--- config.mk ---
export PLATFORM = sky130hd
export DESIGN_NAME = wb_arbiter
export DESIGN_NICKNAME = d
export VERILOG_FILES = /design/src/rtl/wb_pkg.sv /design/src/rtl/wb_fifo.sv /design/src/rtl/wb_arbiter.sv
export SDC_FILE = /design/constraint.sdc
export NUM_CORES = 1
export LEC_CHECK = 0
export BUFFER_PORTS_ARGS = -buffer_cell sky130_fd_sc_hd__buf_2
export CAP_MARGIN = 20
export CORE_ASPECT_RATIO = 1.5
export CORE_MARGIN = 5
export CORE_UTILIZATION = 50
export DETAILED_ROUTE_END_ITERATION = 10
export PLACE_DENSITY = 0.85
export SETUP_SLACK_MARGIN = 0.4
export SKIP_CTS_REPAIR_TIMING = 1
export SLEW_MARGIN = 40
export SYNTH_ARGS = -nofsm -noshare
export SYNTH_HDL_FRONTEND = slang
export SYNTH_HIERARCHICAL = 1
export SYNTH_SLANG_ARGS = --single-unit
--- constraint.sdc ---
create_clock -name clk -period 3.17 [get_ports clk]
set_clock_uncertainty 0.2 [all_clocks]
set_input_delay 0 -clock clk [delete_from_list [all_inputs] [get_ports clk]]
set_output_delay 0 -clock clk [all_outputs]
set_load 0.01 [all_outputs]
--- src/rtl/wb_pkg.sv ---
// Shared widths and the buffered writeback entry type for the writeback arbiter.
package wb_pkg;
    localparam int XLEN   = 32;
    localparam int REG_AW = 5;

    typedef struct packed {
        logic [REG_AW-1:0] rd;
        logic [XLEN-1:0]   data;
    } wb_entry_t;
endpackage

--- src/rtl/wb_fifo.sv ---
// Small synchronous FIFO holding LSU writeback entries until the arbiter grants them.
module wb_fifo
    import wb_pkg::*;
#(
    parameter int FIFO_DEPTH = 2
) (
    input  logic      clk,
    input  logic      rst_n,
    input  logic      push,
    input  wb_entry_t din,
    input  logic      pop,
    output wb_entry_t dout,
    output logic      full,
    output logic      empty
);
    localparam int AW = $clog2(FIFO_DEPTH);

    wb_entry_t   mem [FIFO_DEPTH];
    logic [AW:0] wr_ptr;
    logic [AW:0] rd_ptr;

    // Extra pointer MSB separates the full and empty cases when the indices match.
    assign empty = (wr_ptr == rd_ptr);
    assign full  = (wr_ptr[AW] != rd_ptr[AW]) && (wr_ptr[AW-1:0] == rd_ptr[AW-1:0]);
    assign dout  = mem[rd_ptr[AW-1:0]];

    always_ff @(posedge clk) begin
        if (!rst_n) begin
            wr_ptr <= '0;
            rd_ptr <= '0;
        end else begin
            if (push && !full)
                wr_ptr <= wr_ptr + (AW+1)'(1);
            if (pop && !empty)
                rd_ptr <= rd_ptr + (AW+1)'(1);
        end
    end

    always_ff @(posedge clk) begin
        if (push && !full)
            mem[wr_ptr[AW-1:0]] <= din;
    end
endmodule

--- src/rtl/wb_arbiter.sv ---
// Writeback arbiter: ALU-priority merge of ALU and buffered LSU results with a starvation guard
// and a pending-write scoreboard. Define WB_FWD_EN to add rs1_fwd/rs2_fwd forwarding outputs.
module wb_arbiter
    import wb_pkg::*;
#(
    parameter int XLEN       = wb_pkg::XLEN,
    parameter int REG_AW     = wb_pkg::REG_AW,
    parameter int FIFO_DEPTH = 2,
    parameter int MAX_WAIT   = 4
) (
    input  logic              clk,
    input  logic              rst_n,
    input  logic              alu_valid,
    output logic              alu_ready,
    input  logic [REG_AW-1:0] alu_rd,
    input  logic [XLEN-1:0]   alu_data,
    input  logic              lsu_valid,
    output logic              lsu_ready,
    input  logic [REG_AW-1:0] lsu_rd,
    input  logic [XLEN-1:0]   lsu_data,
    input  logic              issue_set,
    input  logic [REG_AW-1:0] issue_rd,
    input  logic [REG_AW-1:0] chk_rs1,
    input  logic [REG_AW-1:0] chk_rs2,
    output logic              rs1_busy,
    output logic              rs2_busy,
`ifdef WB_FWD_EN
    output logic              rs1_fwd,
    output logic              rs2_fwd,
`endif
    output logic              we,
    output logic [REG_AW-1:0] rd,
    output logic [XLEN-1:0]   rd_data
);
    localparam int NREG   = 2**REG_AW;
    localparam int WAIT_W = $clog2(MAX_WAIT + 1);

    wb_entry_t         lsu_entry;
    wb_entry_t         head;
    logic              fifo_full;
    logic              fifo_empty;
    logic              lsu_push;
    logic              force_lsu;
    logic              alu_grant;
    logic              lsu_grant;
    logic [WAIT_W-1:0] wait_cnt;
    logic [NREG-1:0]   pending;
    logic [NREG-1:0]   pending_nxt;
    logic              vld_p0;
    logic [REG_AW-1:0] rd_p0;
    logic [XLEN-1:0]   data_p0;
    logic              inflight1;
    logic              inflight2;

    assign lsu_entry = '{rd: lsu_rd, data: lsu_data};
    assign lsu_ready = !fifo_full;
    assign lsu_push  = lsu_valid && !fifo_full;

    wb_fifo #(
        .FIFO_DEPTH (FIFO_DEPTH)
    ) u_fifo (
        .clk   (clk),
        .rst_n (rst_n),
        .push  (lsu_push),
        .din   (lsu_entry),
        .pop   (lsu_grant),
        .dout  (head),
        .full  (fifo_full),
        .empty (fifo_empty)
    );

    // Grant: a starved LSU head beats the ALU, otherwise the ALU has priority.
    assign force_lsu = !fifo_empty && (wait_cnt == WAIT_W'(MAX_WAIT));
    assign alu_ready = !force_lsu;
    assign alu_grant = !force_lsu && alu_valid;
    assign lsu_grant = force_lsu || (!alu_valid && !fifo_empty);

    always_comb begin
        vld_p0  = 1'b0;
        rd_p0   = '0;
        data_p0 = '0;
        if (lsu_grant) begin
            vld_p0  = 1'b1;
            rd_p0   = head.rd;
            data_p0 = head.data;
        end else if (alu_grant) begin
            vld_p0  = 1'b1;
            rd_p0   = alu_rd;
            data_p0 = alu_data;
        end
    end

    always_ff @(posedge clk) begin
        if (!rst_n)
            wait_cnt <= '0;
        else if (fifo_empty || lsu_grant)
            wait_cnt <= '0;
        else if (alu_grant && wait_cnt != WAIT_W'(MAX_WAIT))
            wait_cnt <= wait_cnt + WAIT_W'(1);
    end

    // Set is applied after clear so a same-cycle issue to the retiring index stays pending.
    always_comb begin
        pending_nxt = pending;
        if (lsu_grant)
            pending_nxt[head.rd] = 1'b0;
        if (issue_set)
            pending_nxt[issue_rd] = 1'b1;
        pending_nxt[0] = 1'b0;
    end

    always_ff @(posedge clk) begin
        if (!rst_n)
            pending <= '0;
        else
            pending <= pending_nxt;
    end

    // Stage p0 -> registered register-file write port
    always_ff @(posedge clk) begin
        if (!rst_n) begin
            we      <= 1'b0;
            rd      <= '0;
            rd_data <= '0;
        end else begin
            we <= vld_p0 && (rd_p0 != '0);
            if (vld_p0) begin
                rd      <= rd_p0;
                rd_data <= data_p0;
            end
        end
    end

    assign inflight1 = we && (rd == chk_rs1) && (rd != '0);
    assign inflight2 = we && (rd == chk_rs2) && (rd != '0);

`ifdef WB_FWD_EN
    assign rs1_fwd  = inflight1;
    assign rs2_fwd  = inflight2;
    assign rs1_busy = pending[chk_rs1];
    assign rs2_busy = pending[chk_rs2];
`else
    // The register file only updates at the edge after we, so the in-flight write still counts as busy.
    assign rs1_busy = pending[chk_rs1] || inflight1;
    assign rs2_busy = pending[chk_rs2] || inflight2;
`endif
endmodule
==> impl_metrics.ini, run 1 <==
[status]
outcome = finished clean

[drt]
wl_per_cell_um = 21.0
drc = 0
drtAntennaViolNets = 0
vias_per_cell = 6.04
vias = 5571
drtIter0Drc = 493
wirelength_um = 19400
drt_pre_antenna_iters = 7

[placement]
hpwl_um = 12400
dp.cells = 803
io_buffers = 135
place_congestion = 0.889

[cells_and_area]
seqCellArea_um2 = 3760
layout-drive-gt1-share = 0.301
finalNonFillerCells = 923
area_growth_pct = 33.6
final_util = 0.683
final_cell_mix = buf_2 (135), dlygate4sd3_1 (87), dfxtp_1 (76)
n_fill_cell = 877
multi_input_area_um2 = 2750
nets = 846
layout_commonest_cell = buf_2

[clock_tree]
htreeDepth = 4
path_clk_slew_ps = 60
cts_buffer_depth = 2
numClockSinks = 151
tritoncts = done
clock_latency_ps = 410
cts-root-buf = clkbuf_16
numCtsBuffers = 17

[global_route]
grt_pass1_wl_um = 26800
groute.usage.overall = 0.215
first_global_vias = 5414
grt_max_degree = 39
overflow = 0
antenna_found_initial = 1

[floorplanning]
die-area_um2 = 15800
core_area_um2 = 13100
fp.dieW_um = 104
pin_count = 136
start_util = 0.511
die_h_um = 152
rows = 51

[power]
seqPwrFrac = 0.431
p_comb_frac = 0.220
power.density_nw_per_um2 = 627
max-vdd-ir-drop_mv = 0.598
power_w = 0.00560
clock_power_share = 0.349
p_switching_w = 0.00160
leakagePower_nw = 3.45
switching_share = 0.285
p_int_w = 0.00401

[sta]
slew_headroom = 0.568
rsz0062_at_grt = no
tightest_slew_ps = 646
setup_violations = 0
fin_tns_setup_ps = 0
hold_violations = 0
finalMaxSlewViolations = 0
period_needed_ps = 2550
max_clock_freq_ghz = 0.392
finalCritPeriodShare = 0.805
holdWs_ps = 108

[worst_setup_path]
startpoint_type = flop
critPathRequiredTime_ps = 3060
crit_arrival_ps = 2440
criticalPathCategory = reg2reg
end_kind = flop
worst-path-max-fanout = 19

[yosys]
yosys_warnings = 6
ys_seq_area_frac = 0.563
synth_ff_type = dfxtp_1
synthArstFlopShare = 0
synthesis.nets = 632
synth-edff-count = 74
synth_area_per_cell_um2 = 12.5
synth_cells = 536
synth_cell_types = 46
mappedNetlistArea_um2 = 6690
synth-seq-cells = 151

[job]
drv_cap = 0

[hold_path]
hold_class = in2reg
cell families after synthesis:
group / count (synthesis) / share of synthesized area
DFF: 151 / 0.563
and+or+nand+nor: 139 / 0.114
AOI/OAI and AO/OA: 122 / 0.140
muxes: 68 / 0.130
buffers and inverters: 41 / 0.0311
xor gates and xnor gates: 13 / 0.0182
adders and majority gates: 2 / 0.00374
registers in the layout, summed over array words and instances, names as in the netlist, named ones only:
name           flops
u_fifo/wr_ptr      2
u_fifo/mem        74
pending           31
u_fifo/rd_ptr      2
we                 1
wait_cnt           3
rd                 5
rd_data           32
routing by layer:
layer	global-route usage	vias up	wire (um)
li1	-	2492	-
met1	0.207	2698	6270
met2	0.413	306	11000
met3	0.0500	75	1230
met4	0.121	0	891
met5	0	-	0
power by group through the flow:
| stage | combinational, W | clock (W) | sequential [W] |
|---|---|---|---|
| after floorplan | 0.000703 | 0 | 0.00245 |
| after global placement | 0.00105 | 0 | 0.00242 |
| after detailed placement | 0.00110 | 0 | 0.00244 |
| after CTS | 0.00111 | 0.00198 | 0.00241 |
| after global routing | 0.00131 | 0.00207 | 0.00243 |
| final | 0.00123 | 0.00196 | 0.00241 |
metrics by stage:
stage	setup slack, ps	instance area, um2
after detailed placement	731	7480
after global routing	514	8930
after floorplan	501	6690
after global placement	883	7480
final	619	8930
after CTS	695	8060
path summary, 6_finish.rpt:
| check | slack, ps | endpoint | from | cells after the start |
|---|---|---|---|---|
| max | 620 | u_fifo/mem[1][14] | u_fifo/rd_ptr[0] | 6 |
| min | 110 | u_fifo/mem[0][18] | lsu_data[18] | 2 |
| max reg2reg | 620 | u_fifo/mem[1][14] | u_fifo/rd_ptr[0] | 6 |
| min reg2reg | 300 | pending[6] | pending[6] | 2 |
worst max-delay path, stage by stage (launching register included):
cell and delay [ps]:
dfxtp_1 500, xor2_1 240, nor2_1 90, nor2b_1 270, nand2_1 230, a21oi_4 350
buf_4 350
cell usage after synthesis, types with 2 or more instances:
master,count,area [um2]
dfxtp_1,77,1540
edfxtp_1,74,2220
nor2b_1,47,294
nand2_1,40,150
mux2_2,39,439
a222oi_1,37,370
o21ai_0,34,170
a21boi_0,33,248
mux2i_1,19,190
clkbuf_1,14,52.6
buf_2,12,60.1
nor2_1,12,45.0
xnor2_1,7,61.3
mux4_2,6,135
and3_1,5,31.3
buf_1,5,18.8
inv_1,5,18.8
nand3_1,5,25.0
nor3b_1,5,37.5
xor2_1,5,43.8
and2_1,4,25.0
and3b_1,4,35.0
mux4_1,4,105
a22oi_1,3,22.5
nand3b_1,3,22.5
or3_1,3,18.8
a21o_1,2,15.0
a21oi_1,2,10.0
a221oi_1,2,17.5
a221oi_2,2,30.0
a31oi_1,2,12.5
buf_6,2,22.5
buf_8,2,30.0
ha_1,2,25.0
nand4_1,2,12.5
nand4b_1,2,17.5
nor3_1,2,10.0
nor4_1,2,12.5
o31ai_1,2,15.0
or3b_2,2,17.5
area by class of cell:
class | count | share of cell area
sequential | 151 | 0.422
multi-input combinational | 344 | 0.308
tap | 159 | 0.0223
timing repair buffer | 231 | 0.182
inverter | 5 | 0.00210
clock buffer | 20 | 0.0500
antenna | 1 | 0.000280
clock inverter | 12 | 0.0140
Power figures use the tool's default switching activity.
==> run 2, diff against run 1 <==
--- a/config.mk
+++ b/config.mk
@@ -5,13 +5,14 @@
 export SDC_FILE = /design/constraint.sdc
 export NUM_CORES = 1
 export LEC_CHECK = 0
+export ABC_AREA = 1
 export BUFFER_PORTS_ARGS = -buffer_cell sky130_fd_sc_hd__buf_2
 export CAP_MARGIN = 20
 export CORE_ASPECT_RATIO = 1.5
 export CORE_MARGIN = 5
-export CORE_UTILIZATION = 50
+export CORE_UTILIZATION = 56
 export DETAILED_ROUTE_END_ITERATION = 10
-export PLACE_DENSITY = 0.85
+export PLACE_DENSITY = 0.88
 export SETUP_SLACK_MARGIN = 0.4
 export SKIP_CTS_REPAIR_TIMING = 1
 export SLEW_MARGIN = 40
==> constraint.sdc (replaced) <==
create_clock -name clk -period 2.4 [get_ports clk]
set_clock_uncertainty 0.2 [all_clocks]
set_input_delay 0 -clock clk [delete_from_list [all_inputs] [get_ports clk]]
set_output_delay 0 -clock clk [all_outputs]
set_load 0.01 [all_outputs]
==> impl_metrics.ini, run 2 <==
[status]
outcome = finished clean

[power]
power.density_nw_per_um2 = 729
leakagePower_nw = 4.46
power_w = 0.00705
max-vdd-ir-drop_mv = 0.766

[drt]
drtIter0Drc = 693
drc = 0
drtAntennaViolNets = 0
wirelength_um = 23800
drt_pre_antenna_iters = 5
vias = 7149
vias_per_cell = 5.79
wl_per_cell_um = 19.3

[global_route]
groute.usage.overall = 0.256
first_global_vias = 6372
grt_pass1_wl_um = 30400
antenna_found_initial = 0
grt_max_degree = 44
overflow = 0

[yosys]
synth_area_per_cell_um2 = 8.70
synth.area.top_cells = edfxtp_1 (31%), dfxtp_1 (21%), nand2_1 (12%)
synth_cells = 833
synth_common_cells = nand2_1 (226), nand3_1 (136), inv_1 (109), dfxtp_1 (77), edfxtp_1 (74)
synth_top_area_cell = edfxtp_1
synth-edff-count = 74
synth_top_area_share = 0.307
synth-seq-cells = 151
synthArstFlopShare = 0
mappedNetlistArea_um2 = 7240
synth_ff_type = dfxtp_1
yosys.cell_count.top_type = nand2_1
synth_cell_types = 30
synthesis.nets = 929
yosys_warnings = 6
ys_seq_area_frac = 0.520

[placement]
hpwl_um = 13300
io_buffers = 135
place_congestion = 1.01

[worst_setup_path]
criticalPathCategory = reg2reg
critPathRequiredTime_ps = 2560
cp_top_family = simple AND/OR/NAND/NOR gates
slowest_stage = dfxtp_4
crit_chain = inv_2, nand2_1, nand2_2, nand2_2, inv_2, inv_2, nand2_1, nand2_4, inv_8, buf_12, nand2_1, nand3_1, nand2_1, inv_1
cpPeakStageDelay_ps = 350
worst_path_most_repeated_cell = nand2_1
crit_arrival_ps = 2180
worst-path-max-fanout = 16
startpoint_type = flop
end_kind = flop
crit_buf_inv = 6

[cells_and_area]
layout-drive-gt1-share = 0.244
largest_reg_flops = 74
final_cell_mix = nand2_1 (221), nand3_1 (136), buf_2 (135)
n_fill_cell = 819
num_antenna_cells = 0
nets = 1158
layout_commonest_cell = nand2_1
area_growth_pct = 33.6
final_util = 0.755

[floorplanning]
die_h_um = 149
start_util = 0.565
die-area_um2 = 15400
pin_count = 136
fp.dieW_um = 103
core_area_um2 = 12800
rows = 51

[sta]
hold_violations = 0
rsz0062_at_grt = no
period_needed_ps = 2020
finalCritPeriodShare = 0.842
holdWs_ps = 110
max_clock_freq_ghz = 0.495
tightest_slew_ps = 721
finalMaxSlewViolations = 0
slew_headroom = 0.518
setup_violations = 0
fin_tns_setup_ps = 0

[clock_tree]
tritoncts = done
htreeDepth = 4
path_clk_slew_ps = 70
clock_latency_ps = 420
numCtsBuffers = 17
cts_buffer_depth = 2
cts-root-buf = clkbuf_16
numClockSinks = 151

[hold_path]
hold_class = in2reg

[job]
drv_cap = 0
-- run 2: changes by cell type after synthesis, moves of 21 or more --
| cell | change |
|---|---|
| a21boi_0 | -33 |
| o21ai_1 | +25 |
| o21ai_0 | -21 |
| nand2_1 | +186 |
| mux2_2 | -32 |
| a21oi_1 | +33 |
| nand3_1 | +131 |
| a222oi_1 | -37 |
| nor2b_1 | -47 |
| inv_1 | +104 |
| mux2_4 | +30 |
-- run 2: cells by family after synthesis --
| group | Yosys count | share of synthesized area |
|---|---|---|
| flops | 151 | 0.520 |
| fa+ha+maj | 2 | 0.00345 |
| mux | 37 | 0.0731 |
| compound gates | 83 | 0.0610 |
| buf+inv | 148 | 0.0922 |
| simple gates | 409 | 0.247 |
| xor+xnor | 3 | 0.00363 |
-- run 2: path summary, 6_finish.rpt --
| check | startpoint | endpoint | slack [ps] | cells past startpoint |
|---|---|---|---|---|
| hold reg to reg | pending[28] | pending[28] | 280 | 2 |
| setup / recovery | u_fifo/wr_ptr[0] | rd_data[20] | 380 | 14 |
| hold / removal | lsu_data[15] | u_fifo/mem[1][15] | 110 | 2 |
| setup reg to reg | u_fifo/wr_ptr[0] | rd_data[20] | 380 | 14 |
-- run 2: metal layers --
| layer | wire (um) | GRT usage | vias up |
|---|---|---|---|
| li1 | - | - | 3204 |
| met1 | 7730 | 0.270 | 3307 |
| met2 | 12800 | 0.448 | 492 |
| met3 | 1760 | 0.0622 | 146 |
| met4 | 1570 | 0.160 | 0 |
| met5 | 0 | 0 | - |
-- run 2: stage by stage --
step           setup slack [ps]  cells  instance area [um2]
6_report                    379   1234                 9680
5_1_grt                     282   1234                 9680
4_1_cts                     288   1137                 8640
3_5_place_dp                301   1105                 8030
3_3_place_gp                372   1105                 8030
2_1_floorplan               360    833                 7260
-- run 2: worst reg2reg max path, delay by kind of cell (launching register included) --
family | cells | cell delay, ps
and+or+nand+nor | 8 | 780
DFF | 1 | 350
buffers and inverters | 6 | 640
-- run 2: where the power goes --
part	switching [W]	leakage, nW	total [W]	internal (W)
registers	0.0000932	1.32	0.00300	0.00290
clock network	0.00116	0.296	0.00274	0.00158
logic	0.000766	2.84	0.00131	0.000548
-- run 2: area by class of cell --
class / instances / area [um2] / share of cell area
clock buffers: 17 / 425 / 0.0440
clock inverters: 15 / 180 / 0.0186
inverters: 113 / 438 / 0.0452
multi-input cells: 534 / 2850 / 0.295
flip-flops and latches: 151 / 3780 / 0.390
well taps: 159 / 199 / 0.0206
repair buffers: 244 / 1800 / 0.186
repair inverters: 1 / 6.26 / 0.000646
==> run 3, diff against run 2 <==
--- a/config.mk
+++ b/config.mk
@@ -10,9 +10,9 @@
 export CAP_MARGIN = 20
 export CORE_ASPECT_RATIO = 1.5
 export CORE_MARGIN = 5
-export CORE_UTILIZATION = 56
+export CORE_UTILIZATION = 50
 export DETAILED_ROUTE_END_ITERATION = 10
-export PLACE_DENSITY = 0.88
+export PLACE_DENSITY = 0.84
 export SETUP_SLACK_MARGIN = 0.4
 export SKIP_CTS_REPAIR_TIMING = 1
 export SLEW_MARGIN = 40
==> constraint.sdc (replaced) <==
create_clock -name clk -period 1.77 [get_ports clk]
set_clock_uncertainty 0.2 [all_clocks]
set_input_delay 0 -clock clk [delete_from_list [all_inputs] [get_ports clk]]
set_output_delay 0 -clock clk [all_outputs]
set_load 0.01 [all_outputs]
==> impl_metrics.ini, run 3 (same netlist as run 2, synthesis figures left out) <==
[status]
outcome = complete, but fails checks
violations = hold timing, setup timing

[drt]
vias_per_cell = 5.63
wl_per_cell_um = 20.6
vias = 7308
drtIter0Drc = 680
drtAntennaViolNets = 0
wirelength_um = 26700
drt_pre_antenna_iters = 6
drc = 0

[floorplanning]
core_area_um2 = 14400
rows = 54
die-area_um2 = 17000
start_util = 0.503
die_h_um = 157
fp.dieW_um = 108
pin_count = 136

[global_route]
antenna_found_initial = 0
overflow = 0
grt_pass1_wl_um = 29900
grt_max_degree = 44
first_global_vias = 6425
groute.usage.overall = 0.222

[sta]
rsz0062_at_grt = yes
fin_tns_setup_ps = -12800
setup_violations = 130
tightest_slew_ps = 609
finalCritPeriodShare = 1.10
period_needed_ps = 1940
slew_headroom = 0.592
hold_violations = 2
finalMaxSlewViolations = 0
setup_ws_ps = -169
holdWs_ps = -148
max_clock_freq_ghz = 0.516

[hold_path]
hold_class = in2reg
holdPathStages = 5

[power]
leakagePower_nw = 4.90
power.density_nw_per_um2 = 944
power_w = 0.0101
max-vdd-ir-drop_mv = 0.844

[clock_tree]
numCtsBuffers = 17
path_clk_slew_ps = 60
tritoncts = done
htreeDepth = 4
cts-root-buf = clkbuf_16
numClockSinks = 151
clock_latency_ps = 430
cts_buffer_depth = 2

[cells_and_area]
layout_commonest_cell = nand2_1
nets = 1184
num_antenna_cells = 0
area_growth_pct = 47.4
largest_reg_flops = 74
final_cell_mix = nand2_1 (180), buf_2 (133), nand3_1 (102)
n_fill_cell = 854
finalNonFillerCells = 1297
layout-drive-gt1-share = 0.393

[placement]
io_buffers = 135
place_congestion = 0.907
hpwl_um = 13300
dp.cells = 1156

[worst_setup_path]
critPathRequiredTime_ps = 1710
criticalPathCategory = reg2reg
end_kind = flop
worst-path-max-fanout = 7
r2r_cells = 11
cp-endpoint = u_fifo/mem[1][33]
startpoint_type = flop
startpoint = u_fifo/wr_ptr[1]
r2r_slack_ps = -170
worstReg2RegEnd = u_fifo/mem[1][33]
crit_arrival_ps = 1880
timing.rr.start = u_fifo/wr_ptr[1]

[job]
drv_cap = 0
## run 3: cell count changes in the layout (fill, tap and decap cells not counted), moves of 13 or more
| cell | previous run | this run |
|---|---|---|
| buf_4 | 14 | 30 |
| inv_1 | 101 | 83 |
| nand2_1 | 221 | 180 |
| nand2_2 | 8 | 35 |
| nand2_4 | 3 | 16 |
| nand3_1 | 136 | 102 |
| nand3_2 | 0 | 31 |
| o21ai_0 | 13 | 0 |
| o21ai_2 | 0 | 23 |
## run 3: worst min path at each step
stage,to,start
global route,u_fifo/wr_ptr[0],lsu_valid
CTS,u_fifo/mem[1][22],lsu_data[22]
finish,u_fifo/wr_ptr[0],lsu_valid
global placement,u_fifo/mem[1][24],lsu_data[24]
detailed placement,u_fifo/mem[0][24],lsu_data[24]
floorplan,u_fifo/mem[0][0],lsu_data[0]
## run 3: layout make-up
type	count	area [um2]	area share
Clock buffer	18	439	0.0411
Timing Repair Buffer	271	2190	0.205
Inverter	113	458	0.0429
Multi-Input combinational cell	534	3390	0.317
Tap cell	196	245	0.0230
Sequential cell	151	3810	0.357
Clock inverter	14	153	0.0143
## run 3: worst max-delay path: stages, from the launching register on
cell        delay (ps)
dfxtp_4            380
inv_2               50
nand2_2             80
nand2_2             70
nand2_4             90
inv_4               40
nor2_4             140
nand2_2             70
inv_2               80
nand2_4             50
clkinvlp_4         190
clkbuf_16          200
## run 3: power breakdown
part / leakage [nW] / switching, W / internal [W] / total (W)
sequential: 1.33 / 0.000149 / 0.00394 / 0.00409
clock: 0.294 / 0.00167 / 0.00204 / 0.00371
combinational: 3.28 / 0.00126 / 0.00102 / 0.00228
## run 3: stage by stage
stage	hold slack [ps]	util	setup WS (ps)	instance area (um2)
global placement	-12.4	0.573	-30.9	8250
finish	-148	0.742	-169	10700
CTS	-446	0.615	-92.7	8840
global route	-88.7	0.742	-233	10700
detailed placement	-8.29	0.573	-72.3	8250
floorplan	-101	-	-262	7350
## run 3: metal layers
metal	global-route usage	wire length [um]	vias to the layer above
met3	0.0525	1950	138
met2	0.391	14300	490
met1	0.244	8560	3413
met5	0	0	-
li1	-	-	3267
met4	0.125	1810	0
